**config.mk**
```make
export PLATFORM = sky130hd
export DESIGN_NAME = parking_gate_ctrl
export DESIGN_NICKNAME = d
export VERILOG_FILES = /design/src/rtl/parking_gate_ctrl.sv
export SDC_FILE = /design/constraint.sdc
export NUM_CORES = 1
export LEC_CHECK = 0
export CAP_MARGIN = 40
export CORE_AREA = 2 2 57 48
export CTS_BUF_LIST = sky130_fd_sc_hd__clkbuf_4
export CTS_CLUSTER_DIAMETER = 50
export DETAILED_ROUTE_END_ITERATION = 16
export DIE_AREA = 0 0 59 50
export PLACE_DENSITY = 0.78
export SLEW_MARGIN = 20
export SYNTH_ARGS = -nofsm -noshare
export SYNTH_HDL_FRONTEND = slang
export SYNTH_SLANG_ARGS = --single-unit
```
**constraint.sdc**
```tcl
create_clock -name clk -period 1.61 [get_ports clk]
set_clock_uncertainty 0.05 [all_clocks]
set_input_delay 0.2415 -clock clk [delete_from_list [all_inputs] [get_ports clk]]
set_output_delay 0.2415 -clock clk [all_outputs]
set_load 0.05 [all_outputs]
```
**src/rtl/parking_gate_ctrl.sv**
```systemverilog
// Barrier-gate sequencer: latches entry/exit requests, arbitrates the single lane,
// times the open window and owns the occupancy counter.
module parking_gate_ctrl #(
    parameter int CAPACITY = 7,
    parameter int CNT_W    = 3,
    parameter int TIMEOUT  = 200,
    parameter int TMR_W    = 8
) (
    input  logic             clk,
    input  logic             rst_n,
    input  logic             entry_req,
    input  logic             exit_req,
    input  logic             car_passed,
    input  logic             gate_closed,
    output logic             gate_open,
    output logic             dir_in,
    output logic             grant_in,
    output logic             grant_out,
    output logic             reject_in,
    output logic             reject_out,
    output logic             timeout_err,
    output logic [CNT_W-1:0] count,
    output logic             full,
    output logic             empty
);

    // state | meaning
    // IDLE  | gate down, arbitrating pending requests
    // OPEN  | gate raised for the granted direction, open-time timer running
    // CLOSE | gate commanded down, waiting for the closed limit switch
    typedef enum logic [1:0] {
        IDLE  = 2'd0,
        OPEN  = 2'd1,
        CLOSE = 2'd2
    } state_t;

    localparam logic [CNT_W-1:0] CAP_VAL  = CNT_W'(CAPACITY);
    localparam logic [TMR_W-1:0] TMR_LAST = TMR_W'(TIMEOUT - 1);

    state_t           state, state_nxt;
    logic             pend_in, pend_in_nxt;
    logic             pend_out, pend_out_nxt;
    logic             last_dir, last_dir_nxt;
    logic [TMR_W-1:0] timer, timer_nxt;
    logic [CNT_W-1:0] count_nxt;
    logic             dir_in_nxt;
    logic             grant_in_nxt, grant_out_nxt;
    logic             reject_in_nxt, reject_out_nxt;
    logic             timeout_nxt;
    logic             clr_in, clr_out;
    logic             in_ok, out_ok, pick_in, pick_out;

    assign full  = (count == CAP_VAL);
    assign empty = (count == '0);

    always_ff @(posedge clk or negedge rst_n) begin
        if (!rst_n) begin
            state       <= IDLE;
            pend_in     <= 1'b0;
            pend_out    <= 1'b0;
            last_dir    <= 1'b0;
            timer       <= '0;
            count       <= '0;
            gate_open   <= 1'b0;
            dir_in      <= 1'b1;
            grant_in    <= 1'b0;
            grant_out   <= 1'b0;
            reject_in   <= 1'b0;
            reject_out  <= 1'b0;
            timeout_err <= 1'b0;
        end else begin
            state       <= state_nxt;
            pend_in     <= pend_in_nxt;
            pend_out    <= pend_out_nxt;
            last_dir    <= last_dir_nxt;
            timer       <= timer_nxt;
            count       <= count_nxt;
            gate_open   <= (state_nxt == OPEN);
            dir_in      <= dir_in_nxt;
            grant_in    <= grant_in_nxt;
            grant_out   <= grant_out_nxt;
            reject_in   <= reject_in_nxt;
            reject_out  <= reject_out_nxt;
            timeout_err <= timeout_nxt;
        end
    end

    // Only the registered flags are eligible; a request arriving this edge waits one cycle.
    assign in_ok    = pend_in && !full;
    assign out_ok   = pend_out && !empty;
    assign pick_in  = in_ok && (!out_ok || !last_dir);
    assign pick_out = out_ok && !pick_in;

    always_comb begin
        state_nxt      = state;
        last_dir_nxt   = last_dir;
        timer_nxt      = timer;
        count_nxt      = count;
        dir_in_nxt     = dir_in;
        grant_in_nxt   = 1'b0;
        grant_out_nxt  = 1'b0;
        reject_in_nxt  = 1'b0;
        reject_out_nxt = 1'b0;
        timeout_nxt    = 1'b0;
        clr_in         = 1'b0;
        clr_out        = 1'b0;

        case (state)
            IDLE: begin
                if (pend_in && full) begin
                    reject_in_nxt = 1'b1;
                    clr_in        = 1'b1;
                end
                if (pend_out && empty) begin
                    reject_out_nxt = 1'b1;
                    clr_out        = 1'b1;
                end
                if (pick_in) begin
                    state_nxt    = OPEN;
                    dir_in_nxt   = 1'b1;
                    last_dir_nxt = 1'b1;
                    grant_in_nxt = 1'b1;
                    clr_in       = 1'b1;
                    timer_nxt    = '0;
                end else if (pick_out) begin
                    state_nxt     = OPEN;
                    dir_in_nxt    = 1'b0;
                    last_dir_nxt  = 1'b0;
                    grant_out_nxt = 1'b1;
                    clr_out       = 1'b1;
                    timer_nxt     = '0;
                end
            end
            OPEN: begin
                // A passage on the timeout edge still counts and suppresses the error.
                if (car_passed) begin
                    count_nxt = dir_in ? count + CNT_W'(1) : count - CNT_W'(1);
                    state_nxt = CLOSE;
                end else if (timer == TMR_LAST) begin
                    timeout_nxt = 1'b1;
                    state_nxt   = CLOSE;
                end else begin
                    timer_nxt = timer + TMR_W'(1);
                end
            end
            CLOSE: begin
                if (gate_closed) begin
                    state_nxt = IDLE;
                end
            end
            default: begin
                state_nxt = IDLE;
            end
        endcase

        // New request outranks the clear so it stays queued.
        pend_in_nxt  = entry_req || (pend_in && !clr_in);
        pend_out_nxt = exit_req || (pend_out && !clr_out);
    end

endmodule

```
* Word-level counts from Yosys, hierarchy flattened *
Index checks and enable logic that the tools add are counted.

storage, ports and cells
  flip-flop bits (word level) = 23
  latch bits = 0
  memory bits (writable) = 0
  memory bits (read-only) = 0
  input port bits = 6
  output and inout port bits = 12
  logic and storage cells = 80
  memories kept = 0

operators by class
  add/subtract/negate cells = 3
  multipliers = 0
  div/mod/pow operators = 0
  magnitude comparators = 0
  eq/ne operators = 8
  shift operators = 0
  muxes and demuxes = 31
  bitwise operators = 0
  reduce and logical (&&, ||, !) cells = 25

operators by type and width
  operator                                                               count
  8-bit two-way mux                                                      4
  1-bit two-way mux                                                      19
  8-bit case mux with 2 select lines                                     1
  2-bit two-way mux                                                      5
  8-bit by 1-bit adder with 8-bit output, second input constant          1
  8-bit equality test, second input constant                             1
  1-bit logical AND                                                      8
  1-bit logical NOT                                                      7
  2-bit case mux with 3 select lines                                     1
  2-bit by 1-bit equality test with 1-bit output, second input constant  2
  2-bit inequality test, second input constant                           2
  2-bit AND reduction                                                    2
  4-bit AND reduction                                                    1
  2-bit nonzero test                                                     2
  3-bit by 1-bit adder with 3-bit output, second input constant          1
  3-bit equality test, second input constant                             1
  3-bit logical NOT                                                      1
  1-bit logical OR                                                       3
  3-bit two-way mux                                                      1
  3-bit inequality test, second input constant                           1
  3-bit by 1-bit subtractor with 3-bit output, second input constant     1
  2-bit equality test, second input constant                             1
  2-bit logical NOT                                                      1

* Logic depth before layout (Yosys ltp) *
  word-level depth = 14
  gate-level depth with buffers = 7
  mapped depth without buffers = 6

* Least setup slack after synthesis *
Ideal clock, no wire load.

  kind = register to register
  from = register count[0]
  to = register pend_in
  library setup time = 0.118 ns
  data arrival time = 1.915 ns
  data required time = 1.442 ns
  setup slack = -0.473 ns
  stages on the path, launching flop included = 5
  buffers on the path = 0
  period minus slack after synthesis = 2.083 ns
  cell sequence = dfrtp_1 -> inv_1 -> nor2_1 -> o31ai_1 -> a21o_1

on the way
  elaborated cells between the ends (all ways) = 16
  classes of those cells = 1 x eq/ne; 3 x mux; 12 x reduce/logical

RTL lines
  what                      RTL line  RTL
  start: declaration        22        output logic [CNT_W-1:0] count,
  start signal: assignment  77        count <= count_nxt;
  3-bit equality test (*)   53        assign full = (count == CAP_VAL);
  net full                  23        output logic full,
  1-bit logical NOT         89        assign in_ok = pend_in && !full;
  1-bit logical AND         89
  1-bit logical AND         91        assign pick_in = in_ok && (!out_ok || !last_dir);
  1-bit two-way mux (*)     118       if (pick_in) begin
  1-bit two-way mux (*)     108       case (state)
  1-bit logical NOT (*)     157       pend_in_nxt = entry_req || (pend_in && !clr_in);
  1-bit logical AND (*)     157
  1-bit logical OR (*)      157
  net pend_in_nxt           41        logic pend_in, pend_in_nxt;
  end signal: assignment    73        pend_in <= pend_in_nxt;
  end: declaration          41

The timed path passes the listed nets; every way through them passes the cells marked *.
A chain may end at the register's enable or synchronous reset.

* Final worst setup path *
  from = register timer[0]
  to = register timer[3]

on the way
  word-level cells in the longest chain between the ends = 4
  elaborated cells between the ends (all ways) = 7
  classes of those cells = 1 x add/sub; 2 x eq/ne; 3 x mux; 1 x reduce/logical

RTL lines
  what                                    RTL line  RTL
  start: declaration                      44        logic [TMR_W-1:0] timer, timer_nxt;
  start signal: assignment                76        timer <= timer_nxt;
  8-bit by 1-bit adder with 8-bit output  143       timer_nxt = timer + TMR_W'(1);
  8-bit two-way mux                       139       end else if (timer == TMR_LAST) begin
  8-bit two-way mux                       136       if (car_passed) begin
  8-bit case mux with 2 select lines      108

Parallel ways exist; a longest one is shown, timed or not. The select of a mux whose other input is x is not followed.

==> key figures <==
Run status
  – Violated checks: setup timing
  – Outcome: complete, but fails checks

Power and ir drop
  – Power, Total: 3.86 mW
  – Pwr dens: 2120 mW/mm2
  – Lkg Pwr: 0.875 nW
  – Peak supply drop: around 1300 uV

Synth
  – Synth Flop Type: dfrtp_1
  – Async set-reset flop share out of synthesis: 1.00
  – Largest cells by area after synthesis: dfrtp_1, nand2_1, dfstp_2, a211o_2, fa_1
  – Top-area cell type share of the netlist area: 0.487
  – Top cell type by total area after synthesis: dfrtp_1
  – Cells after Synth: a little over 100
  – Synth Area per Inst: 11.1 um2
  – Post-synth EDFFs: 0
  – Count leader, synth: dfrtp_1
  – Synthesis Warnings: 0
  – Netlist Area Pre-Place: around 0.0011 mm2
  – Register area share after synthesis: 0.511
  – Synth cell count leaders: dfrtp_1, nand2_1, inv_1
  – Synth cell types: 48
  – Syn nets: 110
  – #FFs+latches synth: 23

Die
  – Starting density of the core: 0.478
  – DIE AREA: between 0.002 and 0.003 mm2
  – Cell Rows: 16
  – Die X: 59 um
  – I/O Pins: 18
  – Core box area: around 0.0024 mm2
  – Die Ht: around 50 um

Layout
  – Area grow syn2layout: 61.4%
  – Proportion of layout cells with a drive suffix above 1: 0.568
  – Fillers: ~140
  – Sequential cell area: 583 um2
  – Nets: 171
  – Fin area: between 0.0015 and 0.002 mm2
  – Multi-input logic area: approximately 600 um2
  – Fin cells: around 190
  – # diodes: 0

CTS
  – H-tree Lvls: 1
  – Post-cts hold buffer count: 0
  – CTS max path bufs: 2
  – Root buffer cell: clkbuf_4
  – Clock sink count: 23
  – Worst-skew pair later-pin latency: approximately 0.31 ns
  – Clock transition at path regs: between 0.1 and 0.15 ns
  – CTS tree: done
  – TritonCTS buffer count: 3

Setup path
  – Reg2Reg Depth: 5
  – Crit path max fanout: 3
  – Startpoint kind of the worst setup timing path: register
  – WS Path Type: reg2reg
  – Data required, critical path: about 1.8 ns
  – Worst R2R Start: timer[0]
  – Crit path DAT: 1.92 ns
  – Crit path capture type: register
  – Reg-to-Reg End: timer[3]
  – R2R Setup Slk: -0.15 ns

Timing
  – Slew @ Worst Pin: between 0.2 and 0.3 ns
  – Tmin final: around 1.8 ns
  – Final hold vios: 0
  – Max-slew violations: 0
  – WHS: roughly 0.21 ns
  – Worst setup margin: -0.148 ns
  – RSZ-0062 raised after global routing: yes
  – Max transition margin: 0.811
  – Final setup fails: 10
  – Max Fclk: ~570 MHz
  – Tcrit/Tclk final: 1.09

GRT
  – Gr usage total: 0.243
  – First-pass GRT wire length: between 5000 and 6000 um
  – Vias in the first global route: about 1100
  – Gr ovfl total: 0
  – Initial antenna violation count: 0
  – Largest net degree at the start of global routing: 24

Placed design
  – Post-DP HPWL: a little under 2000 um
  – Placed insts: between 150 and 200
  – PortBufs: 17
  – DP Worst Slack: -0.160 ns
  – Placed Area: between 0.0015 and 0.002 mm2
  – RePlAce Congestion: 0.837

Route
  – Final WL: roughly 3600 um
  – Drt pass-1 iters: 4
  – DRC Markers: 0
  – Post-route ant nets: 0
  – WL per Instance: 19.2 um
  – Vias per inst: just under 6
  – Via Count: 1124
  – Initial DRC Count: between 60 and 70

Hold path
  – Tightest Hold Check Type: in2async

Run
  – Max cap viols: 0
## through the flow
step / utilization / setup TNS, ns
floorplan: - / -0.690
global placement: 0.665 / -0.474
detailed placement: 0.665 / -0.799
CTS: 0.729 / -0.126
global route: 0.772 / -1.14
finish: 0.772 / -0.689
## timing repair
item,in CTS,in global routing
pin swaps,9,8
setup buffers,12,6
resized for setup,9,14
endpoints found under the setup margin,5,12
gates cloned,1,0
## cell usage in the layout, fill, tap and decap left out, types with 2 or more instances in the layout
cell type / count
and3_1: 3
nor2_1: 3
nor3_1: 2
or3_4: 2
or3_1: 2
buf_6: 8
buf_12: 6
buf_4: 37
a21o_2: 2
inv_1: 2
clkbuf_4: 4
inv_2: 3
a211o_2: 2
nand2_1: 7
dfrtp_2: 5
a21oi_1: 2
xor2_1: 2
dfrtp_1: 17
nand4_1: 3
nand3b_1: 2
clkdlybuf4s50_1: 5
o21ai_0: 4
and3_4: 2
## cells by family after synthesis
| family | after synthesis | share of synthesized area |
|---|---|---|
| adder cells (fa/ha/maj) | 2 | 0.0288 |
| multiplexers | 2 | 0.0188 |
| AO/OA/AOI/OAI | 25 | 0.173 |
| AND/OR/NAND/NOR | 40 | 0.216 |
| buffers and inverters | 7 | 0.0299 |
| flip-flops | 23 | 0.511 |
| XOR/XNOR | 3 | 0.0233 |
## sequential cells by signal, indices dropped and copies added (netlist names)
name	cells
dir_in	1
last_dir	1
reject_in	1
reject_out	1
pend_in	1
pend_out	1
grant_out	1
state	2
timer	8
grant_in	1
gate_open	1
timeout_err	1
count	3
## where the power goes
group          internal, mW  switching (mW)
clock                 0.114           0.174
sequential            0.775           0.203
combinational          1.29            1.31
## worst max-delay path, cell delays in order, from the launching register on
cell	delay, ns
dfrtp_1	0.42
ha_2	0.20
nand4_1	0.21
o21a_1	0.28
and3_1	0.19
a211o_2	0.32
## metal layers
layer / vias up / part of all wire / wire [um] / global-route usage
li1: 495 / - / - / -
met1: 555 / 0.40 / 1460 / 0.325
met2: 66 / 0.50 / 1800 / 0.387
met3: 8 / 0.086 / 312 / 0.0656
met4: 0 / 0.016 / 57 / 0.0644
met5: - / 0 / 0 / 0
## area by class of cell
cell class                      count  share of cell area
Multi-Input combinational cell     73               0.336
Sequential cell                    23               0.320
Timing Repair Buffer               56               0.295
Tap cell                           27              0.0185
Clock buffer                        4              0.0165
Inverter                            6              0.0144
## worst max-delay path by stage
stage / from / end / slack, ns / cells past startpoint
floorplan: count[0] / timer[2] / -0.12 / 5
global placement: car_passed / timer[2] / -0.11 / 5
detailed placement: car_passed / timer[2] / -0.16 / 5
CTS: count[0] / empty / -0.07 / 3
global route: timer[0] / timer[0] / -0.17 / 7
finish: timer[0] / timer[3] / -0.15 / 5
Note: power is estimated with default switching activity, not from simulation.
